File: config.mk
export PLATFORM = sky130hd
export DESIGN_NAME = dmem_responder_flat
export DESIGN_NICKNAME = d
export VERILOG_FILES = /design/src/rtl/dmem_pkg.sv /design/src/rtl/dmem_responder_if.sv /design/src/rtl/dmem_responder.sv /design/src/flat_wrapper.sv
export SDC_FILE = /design/constraint.sdc
export NUM_CORES = 1
export LEC_CHECK = 0
export CAP_MARGIN = 40
export CORE_ASPECT_RATIO = 2
export CORE_MARGIN = 4
export CORE_UTILIZATION = 29
export DETAILED_ROUTE_END_ITERATION = 8
export MAX_ROUTING_LAYER = met4
export PLACE_DENSITY = 0.76
export SYNTH_ARGS = -nofsm -noshare
export SYNTH_HDL_FRONTEND = slang
export SYNTH_SLANG_ARGS = --single-unit
File: constraint.sdc
create_clock -name clk -period 2.41 [get_ports clk]
set_input_delay 0.723 -clock clk [delete_from_list [all_inputs] [get_ports clk]]
set_output_delay 0.723 -clock clk [all_outputs]
set_load 0.01 [all_outputs]
File: src/rtl/dmem_pkg.sv
// Shared types and limits for the CPU data-memory responder.
package dmem_pkg;

    typedef enum logic [1:0] {
        IDLE = 2'd0,
        WAIT = 2'd1,
        DONE = 2'd2
    } dmem_state_t;

    localparam int WAIT_CNT_W      = 4;
    localparam int MAX_WAIT_CYCLES = 15;

endpackage

File: src/rtl/dmem_responder_if.sv
// CPU DMEM port plus SRAM port bundle; slave is the responder, master is its environment.
interface dmem_responder_if #(
    parameter int ADDR_W = 12
) ();

    logic [31:0]       daddr;
    logic [31:0]       dwdata;
    logic [3:0]        we;
    logic              mem_rd;
    logic [31:0]       drdata;
    logic              external_stall;
    logic              sram_en;
    logic [ADDR_W-1:0] sram_addr;
    logic [3:0]        sram_we;
    logic [31:0]       sram_wdata;
    logic [31:0]       sram_rdata;

    modport slave (
        input  daddr, dwdata, we, mem_rd, sram_rdata,
        output drdata, external_stall, sram_en, sram_addr, sram_we, sram_wdata
    );

    modport master (
        output daddr, dwdata, we, mem_rd, sram_rdata,
        input  drdata, external_stall, sram_en, sram_addr, sram_we, sram_wdata
    );

endinterface

File: src/rtl/dmem_responder.sv
// Bridges the single-cycle CPU DMEM port to a synchronous SRAM: stores pass straight
// through, loads stall the CPU until the word is captured and then present it for one cycle.
module dmem_responder
    import dmem_pkg::*;
#(
    parameter int ADDR_W      = 12,
    parameter int WAIT_CYCLES = 0
) (
    input  logic              clk,
    input  logic              reset_n,
    dmem_responder_if.slave   bus
);

    localparam logic [WAIT_CNT_W-1:0] WAIT_INIT = WAIT_CNT_W'(WAIT_CYCLES);

    dmem_state_t           state;
    logic [WAIT_CNT_W-1:0] cnt;
    logic [31:0]           rdata_q;

    logic wr_issue;
    logic rd_issue;
    logic waiting;

    // Everything combinational is qualified by reset_n so a mid-load reset drops the stall at once.
    always_comb begin
        wr_issue = 1'b0;
        rd_issue = 1'b0;
        waiting  = 1'b0;
        if (reset_n) begin
            wr_issue = (state == IDLE) && (bus.we != 4'b0000);
            rd_issue = (state == IDLE) && (bus.we == 4'b0000) && bus.mem_rd;
            waiting  = (state == WAIT);
        end
    end

    assign bus.sram_en        = wr_issue | rd_issue | waiting;
    assign bus.sram_we        = wr_issue ? bus.we : 4'b0000;
    assign bus.sram_wdata     = wr_issue ? bus.dwdata : 32'h0;
    assign bus.sram_addr      = bus.sram_en ? bus.daddr[ADDR_W+1:2] : '0;
    assign bus.external_stall = rd_issue | waiting;
    assign bus.drdata         = reset_n ? rdata_q : 32'h0;

    always_ff @(posedge clk or negedge reset_n) begin
        if (!reset_n) begin
            state   <= IDLE;
            cnt     <= '0;
            rdata_q <= 32'h0;
        end else begin
            case (state)
                IDLE: begin
                    if (rd_issue) begin
                        cnt   <= WAIT_INIT;
                        state <= WAIT;
                    end
                end
                WAIT: begin
                    if (cnt != '0) begin
                        cnt <= cnt - 1'b1;
                    end else begin
                        rdata_q <= bus.sram_rdata;
                        state   <= DONE;
                    end
                end
                DONE: begin
                    // The CPU commits the load on this edge; the next instruction starts in IDLE.
                    state <= IDLE;
                end
                default: begin
                    state <= IDLE;
                end
            endcase
        end
    end

    // Byte-offset and aliased upper address bits are deliberately ignored.
    logic unused_addr_bits;
    assign unused_addr_bits = ^{bus.daddr[31:ADDR_W+2], bus.daddr[1:0]};

endmodule
File: src/flat_wrapper.sv
// flat-port wrapper written by rule: the top's interface ports become plain ports
module dmem_responder_flat import dmem_pkg::*;
#(
    parameter int ADDR_W      = 12,
    parameter int WAIT_CYCLES = 0
)
  (clk, reset_n, bus_daddr, bus_dwdata, bus_we, bus_mem_rd, bus_sram_rdata, bus_drdata, bus_external_stall, bus_sram_en, bus_sram_addr, bus_sram_we, bus_sram_wdata);
  dmem_responder_if #(.ADDR_W(ADDR_W)) bus_i ();
  input  logic clk;
  input  logic reset_n;
  input wire logic [$bits(bus_i.daddr)-1:0] bus_daddr;
  input wire logic [$bits(bus_i.dwdata)-1:0] bus_dwdata;
  input wire logic [$bits(bus_i.we)-1:0] bus_we;
  input wire logic [$bits(bus_i.mem_rd)-1:0] bus_mem_rd;
  input wire logic [$bits(bus_i.sram_rdata)-1:0] bus_sram_rdata;
  output wire logic [$bits(bus_i.drdata)-1:0] bus_drdata;
  output wire logic [$bits(bus_i.external_stall)-1:0] bus_external_stall;
  output wire logic [$bits(bus_i.sram_en)-1:0] bus_sram_en;
  output wire logic [$bits(bus_i.sram_addr)-1:0] bus_sram_addr;
  output wire logic [$bits(bus_i.sram_we)-1:0] bus_sram_we;
  output wire logic [$bits(bus_i.sram_wdata)-1:0] bus_sram_wdata;
  assign bus_i.daddr = bus_daddr;
  assign bus_i.dwdata = bus_dwdata;
  assign bus_i.we = bus_we;
  assign bus_i.mem_rd = bus_mem_rd;
  assign bus_i.sram_rdata = bus_sram_rdata;
  assign bus_drdata = bus_i.drdata;
  assign bus_external_stall = bus_i.external_stall;
  assign bus_sram_en = bus_i.sram_en;
  assign bus_sram_addr = bus_i.sram_addr;
  assign bus_sram_we = bus_i.sram_we;
  assign bus_sram_wdata = bus_i.sram_wdata;
  dmem_responder #(.ADDR_W(ADDR_W), .WAIT_CYCLES(WAIT_CYCLES)) u_core (.clk(clk), .reset_n(reset_n), .bus(bus_i));
endmodule
* After elaboration in Yosys (flattened, before gate mapping) *
Cells that the tools add are included.

word-level totals
  bits in registers = 38
  input port bits = 103
  output and inout bits = 82

operators by class
  add/sub/neg operators = 1
  equal/unequal tests = 4
  multiplexer cells = 13
  bitwise operators = 4
  reductions and logical operators = 11

operator list
  cell                                                                     count
  32-bit two-way mux                                                       2
  12-bit two-way mux                                                       1
  4-bit two-way mux                                                        3
  4-bit case mux with 2 select lines                                       1
  4-bit nonzero test                                                       2
  4-bit zero test                                                          1
  2-bit two-way mux                                                        2
  2-bit inequality test, second input constant                             2
  2-bit case mux with 2 select lines                                       1
  2-bit AND reduction                                                      2
  4-bit by 1-bit subtractor with 4-bit output, second input constant       1
  1-bit logical AND                                                        3
  1-bit two-way mux                                                        3
  1-bit OR                                                                 3
  3-bit AND reduction                                                      1
  2-bit by 1-bit equality test with 1-bit output, second input constant    1
  2-bit zero test                                                          1
  2-bit by 1-bit inequality test with 1-bit output, second input constant  1
  2-bit nonzero test                                                       1
  1-bit NOT                                                                1

* Longest topological paths before layout *
Gate-level depths: netlist of run 1.

  depth after elaboration = 7
  mapped depth = 6
  gate-level depth less buffers = 5

* Least setup slack after synthesis of run 1 *
No wires, ideal clock.

  path kind = input to output
  from = input port bus_we[2]
  to = output port bus_external_stall
  data arrival time = 1.675 ns
  data required time = 1.687 ns
  path slack = 0.012 ns
  stages = 3
  path buffers = 0
  cells stage by stage = or4_4 o21a_1 and2b_2

between the ends
  cells in the longest elaborated chain, start to end = 5

ends and longest elaborated chain
  what                             line                  source
  start, declared                  flat_wrapper.sv:13    input wire logic [$bits(bus_i.we)-1:0] bus_we;
  4-bit zero test                  dmem_responder.sv:31  rd_issue = (state == IDLE) && (bus.we == 4'b0000) && bus.mem_rd;
  1-bit logical AND (2 in series)  dmem_responder.sv:31
  1-bit two-way mux                dmem_responder.sv:29  if (reset_n) begin
  1-bit OR                         dmem_responder.sv:40  assign bus.external_stall = rd_issue | waiting;
  end, declared                    flat_wrapper.sv:17    output wire logic [$bits(bus_i.external_stall)-1:0] bus_external_stall;

Every way passes these cells.

* Worst setup path in the final report of run 1 *
  from = input port bus_we[3]
  to = output port bus_external_stall

Same word-level chain as after synthesis.

==> flow_metrics.py, run 1 <==
metrics = {
    "grt": {
        "global_route.usage.met3": 0.0518,
        "gr-usage-met1": 0.157,
        "grt_overflow": 0,
        "grt_pass1_wl_um": 11000,
        "global_route.peak_usage_layer": "met2",
        "globalRouteMet2Util": 0.319,
        "first_global_vias": 2227,
        "grt_antenna_before_repair": 0,
        "overall_global_routing_usage": 0.173,
        "grt_max_degree": 34,
    },
    "logic_synthesis": {
        "synth_largest_area_cell": "dfrtp_1",
        "syn_nets": 293,
        "synth_seq_cells": 38,
        "synth.avg_cell_area_um2": 11.1,
        "yosys_warnings": 0,
        "most_common_cell_in_the_netlist": "and2_1",
        "fraction_of_the_yosys_area_taken_by_sequential_cells": 0.453,
        "synth_cells": 189,
        "yosys-top-cells-area": "dfrtp_1 (45%), and2_1 (24%), mux2_2 (17%), buf_6 (1.6%), clkbuf_1 (1.3%)",
        "syn_area_mm2": 0.00210,
        "netlist.area_leader.share": 0.453,
        "synth_common_cells": "and2_1 (79), dfrtp_1 (38), mux2_2 (32)",
        "ys_types": 30,
        "synth_edf_count": 0,
        "asyncSetResetFlopFracSynth": 1.00,
        "ys_dominant_reg_cell": "dfrtp_1",
    },
    "cells_and_area": {
        "filler_cell_count": 606,
        "synthToLayoutAreaGrowth_pct": 99.8,
        "utilization": 0.599,
        "insertedDiodeCount": 0,
        "multi_input_comb_area_mm2": 0.00119,
        "regArea_um2": 951,
        "layout-drive-gt1-share": 0.392,
        "final_nets": 478,
    },
    "floorplanning": {
        "die_area_mm2": 0.00874,
        "io-pin-count": 185,
        "floorplan.rows": 43,
        "core_mm2": 0.00699,
        "die_width_um": 68.1,
        "start_util": 0.300,
        "die-height_um": 128,
    },
    "setup_path": {
        "critPathSlowestCell": "or4_4",
        "crit_buf_inv": 2,
        "slowest_delay_ns": 0.53,
        "setup.worst_path.start_class": "primary input",
        "timing.critical_path.arrival_ns": 1.90,
        "ws_path_type": "primary input to primary output",
        "delay_heaviest_family_cp": "simple AND/OR/NAND/NOR gates",
        "rr_worst_depth": 6,
        "crit_fanout": 3,
        "path_depth": 5,
        "crit_chain": "buf_8 > or4_4 > o21a_1 > and2b_2 > buf_6",
        "timing.critical_path.required_ns": 1.69,
        "critical_path_sink_type": "primary output",
    },
    "sta": {
        "final_hold_vios": 0,
        "timing_worst_slew_pin_value_ns": 0.326,
        "setup_total_negative_slack_ns": -2.85,
        "slew_viol_final": 0,
        "rsz0062_at_grt": "yes",
        "min_cycle_time_layout_ns": 2.62,
        "timing.slew.headroom": 0.781,
        "fin_ws_ns": -0.210,
        "final_clock_skew_ns": 0.00677,
        "achievable-frequency_mhz": 382,
        "finalCritPeriodShare": 1.09,
        "finalSetupViolCount": 46,
        "hold_ws_ns": 0.488,
    },
    "place": {
        "detailed_place_hpwl_um": 5490,
        "finalWeightedCongestion": 0.808,
        "place_ws_ns": -1.18,
        "numPortBuffers": 164,
    },
    "drt": {
        "avgRoutedWirePerCell_um": 16.2,
        "route.vias.total": 2109,
        "drt_first_iter_violations": 30,
        "postRouteWirelength_um": 7530,
        "drc": 0,
        "detail-route-antenna-nets": 0,
        "firstDrtPassIters": 4,
        "route.detailed.vias_per_inst": 4.54,
    },
    "clock_tree": {
        "numClockSinks": 38,
        "cts-root-to-sink-buffers": 2,
        "cts_tree": "built",
        "clk_root_buffer_cell": "clkbuf_16",
        "clkTransAtPathRegs_ns": 0.05,
        "cts-buffers-inserted": 5,
        "htree_num_levels": 2,
        "clk_latency_ns": 0.28,
    },
    "status": {
        "outcome": "complete, but fails checks",
        "violations_in_the_final_reports": "negative setup slack",
    },
    "power_and_ir_drop": {
        "irDropWorstVdd_uv": 656,
        "seq_power_share": 0.375,
        "p_int_mw": 1.57,
        "switching_share_of_power": 0.251,
        "power-per-cell-area_mw_per_mm2": 500,
        "leakage_nw": 1.97,
        "combinationalPowerShare": 0.311,
        "clock_power_share": 0.314,
        "total_switching_power_mw": 0.526,
    },
    "min_path": {
        "hold_class": "primary input to asynchronous set/reset pin",
    },
    "job": {
        "drv_cap": 0,
    },
}
[cells in the final DEF, fill, tap and decap left out, types with 4 or more instances in the layout]
cell type | synthesis | layout
mux2_2 | 32 | 32
buf_2 | 0 | 29
clkbuf_16 | 0 | 5
clkdlybuf4s50_1 | 0 | 76
buf_4 | 0 | 11
and2_4 | 0 | 18
dfrtp_1 | 38 | 38
dlygate4sd2_1 | 0 | 36
buf_12 | 0 | 4
and2_1 | 79 | 61
buf_6 | 3 | 26
[flip-flops by register name, indices dropped and copies added (netlist names)]
signal	flops
u_core.cnt	4
u_core.state	2
u_core.rdata_q	32
[cell type report]
type                       instances  area share
tap                               90      0.0269
clock inverter                     1     0.00119
clock buffer                       7      0.0340
sequential                        38       0.227
timing repair buffer             187       0.425
multi-input combinational        140       0.284
inverter                           2     0.00179
[per-layer routing]
metal	vias up	part of all wire
li1	992	-
met1	963	0.31
met2	144	0.53
met3	10	0.14
met4	0	0.024
met5	-	0
[final timing paths]
kind	slack, ns	start	to
hold / removal	0.49	reset_n	u_core.rdata_q[27]$_DFFE_PN0N_
hold reg to reg	0.50	u_core.rdata_q[4]$_DFFE_PN0N_	u_core.rdata_q[4]$_DFFE_PN0N_
setup reg to reg	0.62	u_core.cnt[0]$_DFFE_PN0P_	u_core.rdata_q[12]$_DFFE_PN0N_
max in group asynchronous	1.62	reset_n	u_core.rdata_q[2]$_DFFE_PN0N_
min in group clk	0.50	u_core.rdata_q[4]$_DFFE_PN0N_	u_core.rdata_q[4]$_DFFE_PN0N_
setup / recovery	-0.21	bus_we[3]	bus_external_stall
[cell families (layout without fill, tap and decap cells)]
group                    after synthesis  count (layout)  share of synthesized area
AO/OA/AOI/OAI                          7               8                     0.0239
adder cells (fa/ha/maj)                1               1                    0.00596
buffers and inverters                 12             197                     0.0322
flip-flops                            38              38                      0.453
multiplexers                          33              33                      0.177
AND/OR/NAND/NOR                       98              98                      0.308
[worst min-delay path, stage by stage]
cell and delay [ns]:
buf_4 0.10, buf_6 0.13, buf_12 0.13
[repair_timing]
| item | 4_1_cts | 5_1_grt |
|---|---|---|
| pin swaps | 28 | 3 |
| hold buffers | 0 | 0 |
| resized for setup | 281 | 27 |
| cloned | 3 | 0 |
| buffers inserted | 5 | 3 |
| endpoints found under the setup margin | 82 | 50 |
[per-stage QoR]
stage / total power [mW] / area, µm² / cells
after floorplan: 1.04 / 2100 / 189
after global placement: 1.45 / 3920 / 447
after detailed placement: 1.46 / 3920 / 447
after CTS: 2.10 / 4080 / 463
after global routing: 2.21 / 4190 / 465
final: 2.10 / 4190 / 465
[power by group through the flow]
| stage | registers [mW] | clock network (mW) | logic, mW |
|---|---|---|---|
| global route | 0.799 | 0.703 | 0.706 |
| detailed placement | 0.796 | 0 | 0.668 |
| finish | 0.786 | 0.659 | 0.652 |
| CTS | 0.786 | 0.677 | 0.639 |
| floorplan | 0.781 | 0 | 0.255 |
| global placement | 0.790 | 0 | 0.661 |
(Power assumes the default switching activity.)
==> inputs of run 2 (changes only) <==
--- a/config.mk
+++ b/config.mk
@@ -5,8 +5,8 @@
 export SDC_FILE = /design/constraint.sdc
 export NUM_CORES = 1
 export LEC_CHECK = 0
-export CAP_MARGIN = 40
-export CORE_ASPECT_RATIO = 2
+export CAP_MARGIN = 15
+export CORE_ASPECT_RATIO = 0.5
 export CORE_MARGIN = 4
 export CORE_UTILIZATION = 29
 export DETAILED_ROUTE_END_ITERATION = 8
==> flow_metrics.py, run 2 (synthesis gave the netlist of run 1 again) <==
metrics = {
    "power_and_ir_drop": {
        "leakage_nw": 2.11,
        "irDropWorstVdd_uv": 371,
        "finalPower_mw": 2.25,
        "power-per-cell-area_mw_per_mm2": 506,
    },
    "floorplanning": {
        "io-pin-count": 185,
        "die_area_mm2": 0.00874,
        "die-height_um": 68.1,
        "core_mm2": 0.00686,
        "die_width_um": 128,
        "floorplan.rows": 21,
        "start_util": 0.306,
    },
    "cells_and_area": {
        "flip_flop_count_of_the_largest_register_after_layout": 32,
        "final_nets": 483,
        "largest_register": "u_core.rdata_q",
        "layout-drive-gt1-share": 0.467,
        "insertedDiodeCount": 0,
        "synthToLayoutAreaGrowth_pct": 112,
        "reg_top3": "u_core.rdata_q x32, u_core.cnt x4, u_core.state x2",
        "post_layout_nonfiller_instances": 471,
        "finish.instance_area_mm2": 0.00446,
        "final_cell_mix": "clkdlybuf4s50_1 (76), buf_6 (54), and2_4 (41), and2_1 (38), dfrtp_1 (38)",
        "filler_cell_count": 529,
        "mostFrequentLayoutCell": "clkdlybuf4s50_1",
    },
    "clock_tree": {
        "cts_tree": "built",
        "htree_num_levels": 2,
        "cts-buffers-inserted": 5,
        "clk_root_buffer_cell": "clkbuf_16",
        "number_of_hold_buffers_added_after_cts": 0,
        "cts-root-to-sink-buffers": 2,
        "numClockSinks": 38,
        "clkTransAtPathRegs_ns": 0.05,
        "clk_latency_ns": 0.27,
    },
    "place": {
        "finalWeightedCongestion": 0.775,
        "placed_area_mm2": 0.00390,
        "place_ws_ns": -1.34,
        "detailed_place_hpwl_um": 5880,
        "numPortBuffers": 164,
        "total_placed_cells_including_tap_cells": 449,
    },
    "sta": {
        "final_clock_skew_ns": 0.00395,
        "min_cycle_time_layout_ns": 2.69,
        "hold_ws_ns": 0.435,
        "slew_viol_final": 0,
        "timing_worst_slew_pin_value_ns": 0.343,
        "fin_ws_ns": -0.279,
        "final_hold_vios": 0,
        "rsz0062_at_grt": "yes",
        "timing.slew.headroom": 0.771,
        "finalSetupViolCount": 45,
        "finalCritPeriodShare": 1.12,
        "achievable-frequency_mhz": 372,
    },
    "setup_path": {
        "setup.worst_path.start_class": "primary input",
        "path_common_cell": "buf_6",
        "critical_path_sink_type": "primary output",
        "crit_fanout": 2,
        "timing.critical_path.arrival_ns": 1.97,
        "slowest_delay_ns": 0.53,
        "ws_path_type": "primary input to primary output",
        "crit_chain": "buf_8 > buf_6 > or4_4 > o21a_1 > and2b_2 > buf_6",
        "timing.critical_path.required_ns": 1.69,
        "critPathSlowestCell": "or4_4",
    },
    "job": {
        "drv_cap": 0,
    },
    "status": {
        "outcome": "complete, but fails checks",
        "violations_in_the_final_reports": "negative setup slack",
    },
    "grt": {
        "grt_max_degree": 28,
        "grt_overflow": 0,
        "grt_pass1_wl_um": 12400,
        "grt_antenna_before_repair": 0,
        "first_global_vias": 2315,
        "overall_global_routing_usage": 0.188,
    },
    "drt": {
        "drt_first_iter_violations": 73,
        "avgRoutedWirePerCell_um": 17.6,
        "postRouteWirelength_um": 8300,
        "route.vias.total": 2085,
        "route.detailed.vias_per_inst": 4.43,
        "firstDrtPassIters": 4,
        "detail-route-antenna-nets": 0,
        "drc": 0,
    },
    "min_path": {
        "hold_class": "primary input to asynchronous set/reset pin",
    },
}
run 2: changes by cell type in the layout (fill, tap and decap cells not counted), moves of 2 or more:
| cell | before | now |
|---|---|---|
| buf_6 | 26 | 54 |
| and2_1 | 61 | 38 |
| buf_4 | 11 | 15 |
| dlygate4sd2_1 | 36 | 30 |
| dlymetal6s2s_1 | 0 | 3 |
| buf_2 | 29 | 4 |
| buf_12 | 4 | 2 |
| clkbuf_2 | 0 | 3 |
| nor2_2 | 2 | 0 |
| and2_4 | 18 | 41 |
run 2: final cells by class:
cell class                 count  area [µm²]  area share
tap                           92         115      0.0258
sequential                    38         951       0.213
clock buffer                   6         139      0.0312
multi-input combinational    140        1250       0.281
timing repair buffer         192        1960       0.440
inverter                       2        7.51     0.00168
clock inverter                 1        30.0     0.00674
run 2: worst max-delay path: cells and delay by family:
| kind | cells | cell delay, ns |
|---|---|---|
| buf+inv | 3 | 0.30 |
| simple gates | 2 | 0.75 |
| compound gates | 1 | 0.19 |
run 2: metrics by stage:
stage | setup TNS, ns | util
6_report | -4.53 | 0.650
2_1_floorplan | 0 | -
4_1_cts | -2.78 | 0.616
3_5_place_dp | -72.40 | 0.569
5_1_grt | -7.94 | 0.650
3_3_place_gp | -67.29 | 0.569
run 2: power by group:
group / total [mW] / switching [mW] / internal [mW]
clock network: 0.745 / 0.235 / 0.510
registers: 0.788 / 0.0461 / 0.742
logic: 0.721 / 0.252 / 0.469
total: 2.25 / 0.534 / 1.72
run 2: metal layers:
metal | GRT usage | up-vias | wire (µm) | part of all wire
met5 | - | - | 0 | 0
met1 | 0.205 | 1027 | 3130 | 0.38
met3 | 0.0320 | 8 | 251 | 0.030
met2 | 0.358 | 45 | 4820 | 0.58
li1 | - | 1005 | - | -
met4 | 0.0556 | 0 | 95 | 0.011
run 2: timing repair:
action / in CTS / in global routing
setup endpoints to repair: 82 / 53
pin swaps: 32 / 19
gates cloned: 5 / 0
resized for setup: 300 / 66
setup buffers: 11 / 0
run 2: path summary, 6_finish.rpt:
| check | start | to | slack (ns) | cells past startpoint |
|---|---|---|---|---|
| worst min register to register | u_core.rdata_q[15]$_DFFE_PN0N_ | u_core.rdata_q[15]$_DFFE_PN0N_ | 0.50 | 1 |
| worst min-delay path | reset_n | u_core.rdata_q[20]$_DFFE_PN0N_ | 0.44 | 2 |
| worst max register to register | u_core.state[0]$_DFFE_PN0P_ | u_core.rdata_q[28]$_DFFE_PN0N_ | 0.37 | 6 |
| min in group clk | u_core.rdata_q[15]$_DFFE_PN0N_ | u_core.rdata_q[15]$_DFFE_PN0N_ | 0.50 | 1 |
| max in group asynchronous | reset_n | u_core.rdata_q[6]$_DFFE_PN0N_ | 1.53 | 3 |
| worst max-delay path | bus_we[2] | bus_external_stall | -0.28 | 6 |
